`src/rtl/exec_csr_mul_unit.sv`:
```
// exec_csr_mul_unit
//
// Execute-stage helper for the RV32 pipeline. It combines the CSR file used by
// CSR instructions with the multi-cycle multiplier used by the MUL family.
//
// Parameters
//   LATENCY  multiplier cycles from start to done in fixed mode (1..32)
//   BOOTH    0 = fixed-latency product, 1 = iterative radix-2 Booth (33 cycles)
//
// Ports
//   clk, reset_n      clock, asynchronous active-low reset
//   go                multiply request, held by execute until done
//   sign0 / sign1     operand r / operand m is signed
//   m, r              multiplicand / multiplier
//   done              one-cycle pulse, result valid during it
//   result            64-bit product, held until the next operation completes
//   inc_instret       one instruction retired this cycle
//   addr, write       CSR address and write op (00 none, 01 write, 10 set, 11 clear)
//   data_in           CSR write data
//   data_out          combinational CSR read data (pre-write, pre-increment)

module exec_csr_mul_unit #(
  parameter int LATENCY = 4,
  parameter int BOOTH   = 0
) (
  input  logic        clk,
  input  logic        reset_n,
  input  logic        go,
  input  logic        sign0,
  input  logic        sign1,
  input  logic [31:0] m,
  input  logic [31:0] r,
  output logic        done,
  output logic [63:0] result,
  input  logic        inc_instret,
  input  logic [11:0] addr,
  input  logic [1:0]  write,
  input  logic [31:0] data_in,
  output logic [31:0] data_out
);

  localparam int         MUL_CYCLES = (BOOTH != 0) ? 33 : LATENCY;
  localparam logic [5:0] CNT_LOAD   = 6'(MUL_CYCLES - 1);

  typedef enum logic [1:0] {
    IDLE = 2'd0,
    BUSY = 2'd1,
    DONE = 2'd2
  } mul_state_e;

  mul_state_e  state;
  mul_state_e  state_next;
  logic [5:0]  cnt;
  logic        start;
  logic        last_step;
  logic [32:0] m_ext;
  logic [32:0] r_ext;
  logic [63:0] product;

  // Operands widened to 33 bits so that signed and unsigned forms share one
  // signed datapath; the 66-bit signed product truncated to 64 bits covers
  // MUL, MULH, MULHSU and MULHU.
  assign m_ext     = {sign1 & m[31], m};
  assign r_ext     = {sign0 & r[31], r};
  assign start     = (state == IDLE) && go;
  assign last_step = (state == BUSY) && (cnt == 6'd0);
  assign done      = (state == DONE);

  always_ff @(posedge clk or negedge reset_n) begin
    if (!reset_n) begin
      state <= IDLE;
    end else begin
      state <= state_next;
    end
  end

  // DONE always returns to IDLE, so a held go restarts one cycle later with
  // whatever operands are present then.
  always_comb begin
    state_next = state;
    case (state)
      IDLE:    if (go) state_next = BUSY;
      BUSY:    if (cnt == 6'd0) state_next = DONE;
      DONE:    state_next = IDLE;
      default: state_next = IDLE;
    endcase
  end

  // Loaded with cycles-1: BUSY lasts MUL_CYCLES cycles, so DONE follows the
  // edge MUL_CYCLES after the start edge.
  always_ff @(posedge clk or negedge reset_n) begin
    if (!reset_n) begin
      cnt <= 6'd0;
    end else if (start) begin
      cnt <= CNT_LOAD;
    end else if ((state == BUSY) && (cnt != 6'd0)) begin
      cnt <= cnt - 6'd1;
    end
  end

  always_ff @(posedge clk or negedge reset_n) begin
    if (!reset_n) begin
      result <= 64'd0;
    end else if (last_step) begin
      result <= product;
    end
  end

  generate
    if (BOOTH != 0) begin : g_booth
      // Accumulator carries two guard bits beyond the 33-bit operand so that
      // adding or subtracting a full-scale multiplicand never overflows.
      logic [34:0] mcand;
      logic [34:0] acc;
      logic [34:0] sum;
      logic [34:0] acc_next;
      logic [32:0] mplier;
      logic [32:0] mplier_next;
      logic        q_m1;

      always_comb begin
        sum = acc;
        case ({mplier[0], q_m1})
          2'b01:   sum = acc + mcand;
          2'b10:   sum = acc - mcand;
          default: sum = acc;
        endcase
      end

      assign acc_next    = {sum[34], sum[34:1]};
      assign mplier_next = {sum[0], mplier[32:1]};
      // The final step's shifted value is the product; it is taken straight
      // from the step logic on the last BUSY edge.
      assign product     = {acc_next[30:0], mplier_next};

      always_ff @(posedge clk or negedge reset_n) begin
        if (!reset_n) begin
          mcand  <= 35'd0;
          acc    <= 35'd0;
          mplier <= 33'd0;
          q_m1   <= 1'b0;
        end else if (start) begin
          mcand  <= {{2{m_ext[32]}}, m_ext};
          acc    <= 35'd0;
          mplier <= r_ext;
          q_m1   <= 1'b0;
        end else if (state == BUSY) begin
          acc    <= acc_next;
          mplier <= mplier_next;
          q_m1   <= mplier[0];
        end
      end
    end else begin : g_fixed
      logic [32:0] m_q;
      logic [32:0] r_q;
      logic [63:0] m_wide;
      logic [63:0] r_wide;

      always_ff @(posedge clk or negedge reset_n) begin
        if (!reset_n) begin
          m_q <= 33'd0;
          r_q <= 33'd0;
        end else if (start) begin
          m_q <= m_ext;
          r_q <= r_ext;
        end
      end

      // Sign-extending to 64 bits lets a plain 64x64 multiply produce the
      // low 64 bits of the signed 33x33 product.
      assign m_wide  = {{31{m_q[32]}}, m_q};
      assign r_wide  = {{31{r_q[32]}}, r_q};
      assign product = m_wide * r_wide;
    end
  endgenerate

  logic [63:0] cycle_cnt;
  logic [63:0] instret_cnt;
  logic [31:0] mscratch;

  always_ff @(posedge clk or negedge reset_n) begin
    if (!reset_n) begin
      cycle_cnt   <= 64'd0;
      instret_cnt <= 64'd0;
    end else begin
      cycle_cnt <= cycle_cnt + 64'd1;
      if (inc_instret) begin
        instret_cnt <= instret_cnt + 64'd1;
      end
    end
  end

  always_ff @(posedge clk or negedge reset_n) begin
    if (!reset_n) begin
      mscratch <= 32'd0;
    end else if (addr == 12'h340) begin
      case (write)
        2'b01:   mscratch <= data_in;
        2'b10:   mscratch <= mscratch | data_in;
        2'b11:   mscratch <= mscratch & ~data_in;
        default: mscratch <= mscratch;
      endcase
    end
  end

  // Time CSRs alias the cycle counter; user and machine counter addresses
  // read the same registers.
  always_comb begin
    data_out = 32'd0;
    case (addr)
      12'hC00, 12'hB00, 12'hC01: data_out = cycle_cnt[31:0];
      12'hC80, 12'hB80, 12'hC81: data_out = cycle_cnt[63:32];
      12'hC02, 12'hB02:          data_out = instret_cnt[31:0];
      12'hC82, 12'hB82:          data_out = instret_cnt[63:32];
      12'h340:                   data_out = mscratch;
      default:                   data_out = 32'd0;
    endcase
  end

endmodule

```
`config.mk`:
```
export PLATFORM = sky130hd
export DESIGN_NAME = exec_csr_mul_unit
export DESIGN_NICKNAME = d
export VERILOG_FILES = /design/src/rtl/exec_csr_mul_unit.sv
export SDC_FILE = /design/constraint.sdc
export NUM_CORES = 2
export LEC_CHECK = 0
export ABC_CLOCK_PERIOD_IN_PS = 16700
export CAP_MARGIN = 20
export CORE_MARGIN = 2
export CORE_UTILIZATION = 55
export DETAILED_ROUTE_END_ITERATION = 10
export PLACE_DENSITY = 0.76
export SETUP_SLACK_MARGIN = 0.05
export SLEW_MARGIN = 20
export SYNTH_ARGS = -nofsm -noshare
export SYNTH_HDL_FRONTEND = slang
export SYNTH_SLANG_ARGS = --single-unit
```
`constraint.sdc`:
```
create_clock -name clk -period 16.7 [get_ports clk]
set_input_delay 3.34 -clock clk [delete_from_list [all_inputs] [get_ports clk]]
set_output_delay 3.34 -clock clk [all_outputs]
set_load 0.02 [all_outputs]
```
==> results.md <==
* Mapped Cells at 5,488
* Buf+Inv Stages, Crit Path at 3
* Post-Syn Area at 51,480 um^2
* P per Cell Area at 30.36 nW/um^2
* Final hold viol count at 0
* Cell chain of the critical path: clkdlybuf4s50_1 > nand2_1 > nor2_1 > a21oi_1 > nor4_1 > nand3_1 > nor2_1 > buf_4 > a222oi_1 > nand2_1 > clkdlybuf4s50_1
* Post-layout minimum cycle time at 9.971 ns
* Die Y-Extent at 309.9 um
* IO Port Bufs at 212
* Total Nets Final at 6,987
* Total CTS buffers at 37
* Post-CTS sizing at 0
* Total Routing Usage GR at 30.42%
* Crit Path Max Fanout at 16
* DR vias at 38,070
* Final core occ at 60.18%
* Slowest-stage cell, CP: clkdlybuf4s50_1
* Final Cycle Share at 59.71%
* Layout cells sized above 1 at 3.221%
* Setup crit end kind: output pin
* Post-synth EDFFs at 0
* Core Footprint at 93,050 um^2
* Hold slack at 0.4734 ns
* Vias in the first global route at 41,230
* Worst VDD drop at 64.51 uV
* Status: finished, final reports clean
* Critical Path Max Stage Delay at 0.62 ns
* Synth Register Bits at 298
* Seq. cell area at 7461 um^2
* Largest net degree at the start of global routing at 115
* CTS tree: yes
* Pwr Total at 1.700 mW
* Root Driver: clkbuf_16
* CTS Hold Buffers Added at 0
* DR top layer: met5
* Total Wirelength at 138,700 um
* Routed WL per cell at 20.36 um
* Worst-path clk slew at 0.05 ns
* Initial Util at 55.32%
* Count of final setup violators at 0
* Skew-Pair Late Insertion Delay at 0.63 ns
* Remaining antenna violation count after routing at 0
* Worst Tran Pin Value at 1.074 ns
* Crit Path Category: in -> out
* Die X at 309.9 um
* # fillers at 7,794
* Dpl cells at 6,743
* CTS Sinks at 298
* Skew final at 0.04282 ns
* Avg Cell Area, Syn at 9.380 um^2
* Area used by multi-input combinational logic at 38,770 um^2
* Met2 Wirelength at 68,670 um
* DP Area at 54,670 um^2
* Static leakage at 28.78 nW
* Yosys cell types at 77
* Global-route wire length before repair at 223,900 um
* Initial DRC Count at 2,540
* DRT met1 WL at 51,890 um
* Post-place setup slack at 6.804 ns
* Core Rows at 112
* Avg Vias per Cell at 5.587
* Data arrival time of the critical path at 6.63 ns
* Setup TNS at 0 ns
* Max-slew violations at 0
* Drt first pass iters at 7
* Area growth from synthesis to layout at 8.774%
* Antenna violations before repair at 5
* Setup bufs post-CTS at 0
* Gr ovfl total at 0
* Ys async rst share at 100.0%
* # Max-Cap Violations at 0
* GP Congestion at 0.9573
* Worst min path class: reg -> reg
* CTS H-Tree Depth at 2
* Io pins at 213
* Post-Syn Nets at 6,945
* Met3 Routed Length at 10,030 um
* Register area share after synthesis at 14.49%
* Maximum clock insertion buffer count at 3
* Non-Filler Instances at 6,814
* Final setup margin at 6.729 ns
* RSZ-0062 raised after global routing: no
* Residual DRC at 0
* Final Cell Area at 56,000 um^2
* Ys Warns at 0
* Final HPWL DP at 107,900 um
* Cell family with most CP delay: simple AND/OR/NAND/NOR gates
* Max Fclk at 100.3 MHz
* Die ar. at 96,060 um^2
* Slew HR at 28.38%
* Ys flop type: dfrtp_1
* Worst EP required at 13.36 ns
* Crit path launch type: input port
==> kinds of logic (layout without fill, tap and decap cells) <==
group                    count (synthesis)  after routing  share of synthesized area, %
AO/OA/AOI/OAI                          381            381                         4.705
XOR/XNOR                               239            239                         4.066
adder cells (fa/ha/maj)               1341           1341                         49.00
buffers and inverters                 1402           1472                         10.23
flip-flops                             298            298                         14.49
multiplexers                            27             27                        0.5323
other                                    0              2                             0
AND/OR/NAND/NOR                       1800           1800                         16.98
==> layout by cell type, fill, tap and decap left out, types with 32 or more instances in the layout <==
cell type / count
fa_1: 1124
inv_1: 1114
nand2_1: 938
and2_1: 549
dfrtp_1: 295
ha_1: 216
clkdlybuf4s50_1: 209
xnor2_1: 180
a21oi_1: 136
o21ai_0: 81
nor2_1: 78
buf_4: 77
nand3_1: 61
xor2_1: 59
clkbuf_16: 37
and3_1: 36
nand4_1: 32
==> flip-flops by register name, summed over array words and instances, names as in the netlist <==
name         cells
state            2
g_fixed.r_q     33
g_fixed.m_q     33
instret_cnt     64
cycle_cnt       64
result          64
mscratch        32
cnt              6
==> per-layer routing <==
| metal | vias up | global-route usage, % |
|---|---|---|
| li1 | 16300 | - |
| met1 | 19720 | 38.24 |
| met2 | 1561 | 50.99 |
| met3 | 491 | 5.020 |
| met4 | 2 | 15.69 |
| met5 | - | 0 |
==> cell type report <==
| class | count | area share, % |
|---|---|---|
| Antenna cell | 2 | 0.008938 |
| Timing Repair Buffer | 291 | 4.889 |
| Clock buffer | 45 | 1.725 |
| Inverter | 1114 | 7.467 |
| Sequential cell | 298 | 13.32 |
| Tap cell | 1254 | 2.802 |
| Clock inverter | 22 | 0.5497 |
| Multi-Input combinational cell | 3788 | 69.23 |
==> cell usage after synthesis (3+ instances only) <==
cell | n | share of area, %
fa_1 | 1125 | 44
inv_1 | 1114 | 8.1
nand2_1 | 939 | 6.8
and2_1 | 550 | 6.7
dfrtp_1 | 298 | 14
clkbuf_1 | 275 | 2.0
ha_1 | 216 | 5.2
xnor2_1 | 180 | 3.1
a21oi_1 | 136 | 1.3
o21ai_0 | 81 | 0.79
nor2_1 | 78 | 0.57
nand3_1 | 61 | 0.59
xor2_1 | 59 | 1.0
and3_1 | 36 | 0.44
nand4_1 | 32 | 0.39
nor2b_1 | 28 | 0.34
a21o_1 | 25 | 0.36
mux2i_1 | 24 | 0.47
a222oi_1 | 20 | 0.39
a22o_1 | 20 | 0.34
o21ai_1 | 16 | 0.16
and4_1 | 13 | 0.22
nor3_1 | 13 | 0.13
nand2b_1 | 12 | 0.15
o21bai_1 | 12 | 0.18
buf_1 | 11 | 0.080
o221ai_1 | 11 | 0.19
o21a_1 | 8 | 0.12
a31oi_1 | 7 | 0.085
a211oi_1 | 6 | 0.087
nor4_1 | 6 | 0.073
nand3_2 | 4 | 0.078
o211ai_1 | 4 | 0.058
a2111oi_0 | 3 | 0.051
a21boi_0 | 3 | 0.044
a22oi_1 | 3 | 0.044
a41oi_1 | 3 | 0.051
mux2_2 | 3 | 0.066
o22ai_1 | 3 | 0.036
o31ai_1 | 3 | 0.044
or3_1 | 3 | 0.036
==> worst paths after layout <==
path	start	end	slack, ns	cells after the start
worst max-delay path	addr[8]	data_out[19]	6.73	11
worst min-delay path	g_fixed.r_q[30]$_DFFE_PN0P_	g_fixed.r_q[30]$_DFFE_PN0P_	0.47	2
worst max register to register	g_fixed.r_q[0]$_DFFE_PN0P_	result[59]$_DFFE_PN0P_	7.89	23
worst min register to register	g_fixed.r_q[30]$_DFFE_PN0P_	g_fixed.r_q[30]$_DFFE_PN0P_	0.47	2
max in group asynchronous	reset_n	cycle_cnt[53]$_DFF_PN0_	11.77	4
min in group asynchronous	reset_n	result[10]$_DFFE_PN0P_	2.78	1
==> worst min-delay path, cell delays in order (launching register included) <==
cell     delay (ns)
dfrtp_1        0.34
nand2_1        0.05
nand2_1        0.05
==> where the power goes <==
part | switching (mW) | internal [mW]
Clock | 0.362 | 0.512
Combinational | 0.0366 | 0.0407
Sequential | 0.0176 | 0.731
Total | 0.417 | 1.28
(Power assumes the default switching activity.)
